<file path="src/rtl/alu_operand_sequencer.sv">
// Operand sequencer for the ALU/comparator datapath: debounced key steps through
// LOAD_A -> LOAD_B -> SHOW, producing one registered signed result with compare flags.
module alu_operand_sequencer #(
    parameter int WIDTH           = 6,
    parameter int DEBOUNCE_CYCLES = 50000
) (
    input  logic             clk,
    input  logic             reset_n,
    input  logic [WIDTH-1:0] sw,
    input  logic [1:0]       op_sel,
    input  logic             key_n,
    output logic [WIDTH-1:0] result,
    output logic             valid,
    output logic             overflow,
    output logic             lt,
    output logic             eq,
    output logic             gt,
    output logic [1:0]       state
);

    localparam int CW = $clog2(DEBOUNCE_CYCLES + 1);
    localparam logic [CW-1:0] CNT_MAX = CW'(DEBOUNCE_CYCLES - 1);

    typedef enum logic [1:0] {
        LOAD_A = 2'b00,
        LOAD_B = 2'b01,
        SHOW   = 2'b10
    } state_e;

    logic             sync1_q, sync2_q;
    logic             db_q, db_d;
    logic [CW-1:0]    cnt_q, cnt_d;
    logic             press_q, press_d;
    state_e           state_q, state_d;
    logic [WIDTH-1:0] a_q, a_d, b_q, b_d;
    logic [1:0]       op_q, op_d;
    logic [WIDTH-1:0] result_q, alu_r, sum, diff;
    logic             valid_q, ovf_q, lt_q, eq_q, gt_q;
    logic             ovf_r, lt_r, eq_r;

    // Debounced level only follows the synchronised key after CNT_MAX+1 stable mismatched cycles.
    always_comb begin
        db_d  = db_q;
        cnt_d = '0;
        if (sync2_q != db_q) begin
            if (cnt_q == CNT_MAX) db_d = sync2_q;
            else                  cnt_d = cnt_q + 1'b1;
        end
    end

    assign press_d = db_q & ~db_d;

    always_comb begin
        state_d = state_q;
        a_d     = a_q;
        b_d     = b_q;
        op_d    = op_q;
        case (state_q)
            LOAD_A: if (press_q) begin a_d = sw; state_d = LOAD_B; end
            LOAD_B: if (press_q) begin b_d = sw; op_d = op_sel; state_d = SHOW; end
            SHOW:   if (press_q) state_d = LOAD_A;
            default: state_d = LOAD_A;
        endcase
    end

    // ALU sees the B/op being captured this cycle, so the result lands with the SHOW entry.
    assign sum  = a_q + b_d;
    assign diff = a_q - b_d;

    always_comb begin
        alu_r = sum;
        ovf_r = 1'b0;
        case (op_d)
            2'b00: begin
                alu_r = sum;
                ovf_r = (a_q[WIDTH-1] == b_d[WIDTH-1]) && (sum[WIDTH-1] != a_q[WIDTH-1]);
            end
            2'b01: begin
                alu_r = diff;
                ovf_r = (a_q[WIDTH-1] != b_d[WIDTH-1]) && (diff[WIDTH-1] != a_q[WIDTH-1]);
            end
            2'b10:   alu_r = a_q & b_d;
            default: alu_r = a_q | b_d;
        endcase
    end

    assign lt_r = $signed(a_q) < $signed(b_d);
    assign eq_r = a_q == b_d;

    always_ff @(posedge clk or negedge reset_n) begin
        if (!reset_n) begin
            sync1_q  <= 1'b1;
            sync2_q  <= 1'b1;
            db_q     <= 1'b1;
            cnt_q    <= '0;
            press_q  <= 1'b0;
            state_q  <= LOAD_A;
            a_q      <= '0;
            b_q      <= '0;
            op_q     <= '0;
            result_q <= '0;
            valid_q  <= 1'b0;
            ovf_q    <= 1'b0;
            lt_q     <= 1'b0;
            eq_q     <= 1'b0;
            gt_q     <= 1'b0;
        end else begin
            sync1_q <= key_n;
            sync2_q <= sync1_q;
            db_q    <= db_d;
            cnt_q   <= cnt_d;
            press_q <= press_d;
            state_q <= state_d;
            a_q     <= a_d;
            b_q     <= b_d;
            op_q    <= op_d;
            if (state_d == SHOW) begin
                if (state_q != SHOW) begin
                    result_q <= alu_r;
                    valid_q  <= 1'b1;
                    ovf_q    <= ovf_r;
                    lt_q     <= lt_r;
                    eq_q     <= eq_r;
                    gt_q     <= ~lt_r & ~eq_r;
                end
            end else begin
                result_q <= sw;
                valid_q  <= 1'b0;
                ovf_q    <= 1'b0;
                lt_q     <= 1'b0;
                eq_q     <= 1'b0;
                gt_q     <= 1'b0;
            end
        end
    end

    assign result   = result_q;
    assign valid    = valid_q;
    assign overflow = ovf_q;
    assign lt       = lt_q;
    assign eq       = eq_q;
    assign gt       = gt_q;
    assign state    = state_q;

endmodule

</file>
<file path="config.mk">
export PLATFORM = sky130hd
export DESIGN_NAME = alu_operand_sequencer
export DESIGN_NICKNAME = d
export VERILOG_FILES = /design/src/rtl/alu_operand_sequencer.sv
export SDC_FILE = /design/constraint.sdc
export NUM_CORES = 1
export LEC_CHECK = 0
export CAP_MARGIN = 20
export CORE_UTILIZATION = 30
export CTS_BUF_LIST = sky130_fd_sc_hd__clkbuf_16
export DETAILED_ROUTE_END_ITERATION = 7
export GPL_TIMING_DRIVEN = 0
export PLACE_DENSITY = 0.5
export SETUP_SLACK_MARGIN = 0.05
export SLEW_MARGIN = 25
export SYNTH_ARGS = -nofsm -noshare
export SYNTH_HDL_FRONTEND = slang
export SYNTH_SLANG_ARGS = --single-unit
</file>
<file path="constraint.sdc">
create_clock -name clk -period 3.9 [get_ports clk]
set_input_delay 0.39 -clock clk [delete_from_list [all_inputs] [get_ports clk]]
set_output_delay 0.39 -clock clk [all_outputs]
set_load 0.01 [all_outputs]
</file>
==> reports/summary.txt <==
Combinational Power Share: 0.044
CP Cell Sequence: and3b_4 > buf_2 > mux2i_1 > inv_1 > ha_1 > a21oi_1 > nor2_1 > a2111oi_1 > mux2i_1 > xnor2_1 > a31oi_1
final WL: 5720 um
final RePlAce weighted congestion: 0.855
via count: 1972
Synth-to-Final Area Change: 19.2%
initial core utilization: 0.317
final hold violation count: 0
CP max FO: 10
die area: 0.00923 mm^2
Hold Crit Class: input pin to asynchronous set/reset pin
die outline height: 96.1 um
Cell Area, Synth: 0.00265 mm^2
cts repair resizes: 0
drt first pass iters: 4
data required time of the worst path: 4070 ps
Crit-path slowest cell: a2111oi_1
P_sw: 0.000225 W
#FFs+latches synth: 47
WP data arrival: 3680 ps
CP top delay family: compound AO/OA/AOI/OAI gates
clock buffer count from CTS: 5
H-tree Lvls: 2
total setup buffers inserted after CTS: 0
synthesized area per cell: 9.83 um^2
VDD IR-drop max: 0.219 mV
Final Max Slew Viols: 0
CP Class: flip-flop to flip-flop
clk sinks: 47
Cells after Synth: 270
library cells used by synthesis: 47
main flop type after synthesis: dfrtp_1
leak pwr: 1.47 nW
vias in the first global route: 2049
yosys warns: 0
port bufs: 21
GRT overflow: 0
sequential power share: 0.477
antenna-violating nets left: 0
Max-Cap Viols: 0
pre-CTS worst setup slack: 412 ps
number of synthesized flops with an enable pin: 0
Clock transition at path regs: 70 ps
power per cell area: 330 mW/mm^2
setup tns final: 0 ps
worst slew pin tran: 708 ps
CTS tree: done
drt initial violations: 58
Post-DP HPWL: 4190 um
Setup Viol. Count Final: 0
critical path launch point type: flip-flop
fraction of layout cells with a size suffix above 1: 0.0736
Placeable Area: 0.00838 mm^2
most numerous cell on the critical path: mux2i_1
Worst-Skew Late Latency: 290 ps
RSZ-0062 raised after global routing: no
CP max stage delay: 670 ps
achievable frequency: 0.285 GHz
P_int: 0.000820 W
DRC: 0
final setup margin: 388 ps
antenna cells: 0
wire per inst: 14.2 um
status: finished clean
Cell Rows: 33
WP buf/inv: 2
relative slew slack: 0.527
Final Critical Period: 3510 ps
pin count of the biggest net entering global routing: 48
Horiz. Die Dim: 96.1 um
Tcrit/Tclk final: 0.900
gr usage total: 0.141
register area share after synthesis: 0.445
number of I/O pins: 24
Max Clock Skew: 9.78 ps
total power: 0.00105 W
Worst Setup End Kind: flip-flop
global-route wire length before repair: 9890 um
initial antenna violation count: 0
asr flop ratio synth: 1.00
CTS root buf: clkbuf_16
Synth Net Count: 303
Max Root-Sink Buffers: 2
via/cell ratio: 4.88
clock share of power: 0.478
nets: 331
Switching Fraction: 0.215
hold buffer count at cts: 0
-- sequential cells by signal, summed over array words and instances (netlist names) --
name and cells:
overflow 1, sync2_q 1, press_q 1, op_q 2
b_q 6, valid 1, db_q 1, eq 1
lt 1, gt 1, result 6, sync1_q 1
state 2, a_q 6, cnt_q 16
-- final timing paths --
path | from | endpoint | slack, ps | depth (start not counted)
hold / removal | reset_n | cnt_q[6] | 100 | 1
hold reg to reg | sync1_q | sync2_q | 360 | 0
min in group clk | sync1_q | sync2_q | 360 | 0
setup / recovery | state[1] | result[5] | 390 | 11
setup reg to reg | state[1] | result[5] | 390 | 11
max in group asynchronous | reset_n | b_q[2] | 3390 | 1
-- logic make-up (layout without fill, tap and decap cells) --
| group | count (synthesis) | after routing | share of synthesized area |
|---|---|---|---|
| AND/OR/NAND/NOR | 89 | 89 | 0.160 |
| AO/OA/AOI/OAI | 47 | 47 | 0.116 |
| flip-flops | 47 | 47 | 0.445 |
| buffers and inverters | 32 | 61 | 0.0495 |
| adder cells (fa/ha/maj) | 22 | 22 | 0.109 |
| XOR/XNOR | 20 | 20 | 0.0660 |
| multiplexers | 13 | 13 | 0.0542 |
-- cells in the final DEF (no fill, tap or decap), types with 4 or more instances in the layout --
master / instances
clkbuf_1: 5
clkbuf_16: 5
xnor2_1: 10
dfrtp_1: 44
and3_1: 7
inv_1: 21
a211oi_1: 4
nand2_1: 26
a21oi_1: 11
xor2_1: 10
clkdlybuf4s50_1: 20
nand2b_1: 4
mux2i_1: 11
nor2_1: 29
ha_1: 20
o21ai_0: 12
nand3_1: 6
nor3_1: 4
-- synth_stat cells, drive strengths merged, types with 2 or more instances --
cell type | instances | area share
nor4b | 2 | 0.0066
nand2 | 26 | 0.037
a21boi | 2 | 0.0071
nand2b | 4 | 0.0094
a211oi | 4 | 0.011
a2111oi | 2 | 0.0071
dfstp | 3 | 0.030
nor2 | 29 | 0.041
nand3 | 6 | 0.011
nand4 | 3 | 0.0071
mux2i | 12 | 0.050
buf | 4 | 0.0094
a21oi | 11 | 0.021
xor2 | 10 | 0.033
a221o | 3 | 0.011
nor3 | 4 | 0.0075
a31oi | 3 | 0.0071
clkbuf | 6 | 0.0090
o21ai | 14 | 0.026
and3 | 7 | 0.017
nor3b | 2 | 0.0057
o21bai | 2 | 0.0057
fa | 2 | 0.015
ha | 20 | 0.094
xnor2 | 10 | 0.033
inv | 22 | 0.031
dfrtp | 44 | 0.41
-- power groups by stage --
stage / clock, W / sequential, W / combinational [W]
floorplan: 0 / 0.000509 / 0.0000158
global placement: 0 / 0.000508 / 0.0000487
detailed placement: 0 / 0.000508 / 0.0000483
CTS: 0.000521 / 0.000499 / 0.0000485
global route: 0.000533 / 0.000499 / 0.0000527
finish: 0.000500 / 0.000499 / 0.0000464
-- cell type report --
cell class	count	area, um^2
flip-flops and latches	47	1180
clock buffers	5	125
repair buffers	21	208
multi-input cells	191	1340
fillers	841	5220
inverters	22	82.6
plain buffers	10	48.8
well taps	105	131
clock inverters	3	46.3
-- through the flow --
stage,std cells,hold slack [ps],area [um^2],utilization
6_report,404,102,3160,0.378
4_1_cts,404,126,3160,0.378
2_1_floorplan,270,94.4,2650,-
3_5_place_dp,396,351,2990,0.357
3_3_place_gp,396,352,3000,0.357
5_1_grt,404,164,3160,0.378
-- routing by layer --
metal,routed length [um],global-route usage,up-vias
met5,0,0,-
met4,40,0.0448,0
met3,218,0.0237,6
met2,2620,0.226,34
met1,2840,0.191,950
li1,-,-,982
No activity file was read; power rests on OpenSTA's default activity.
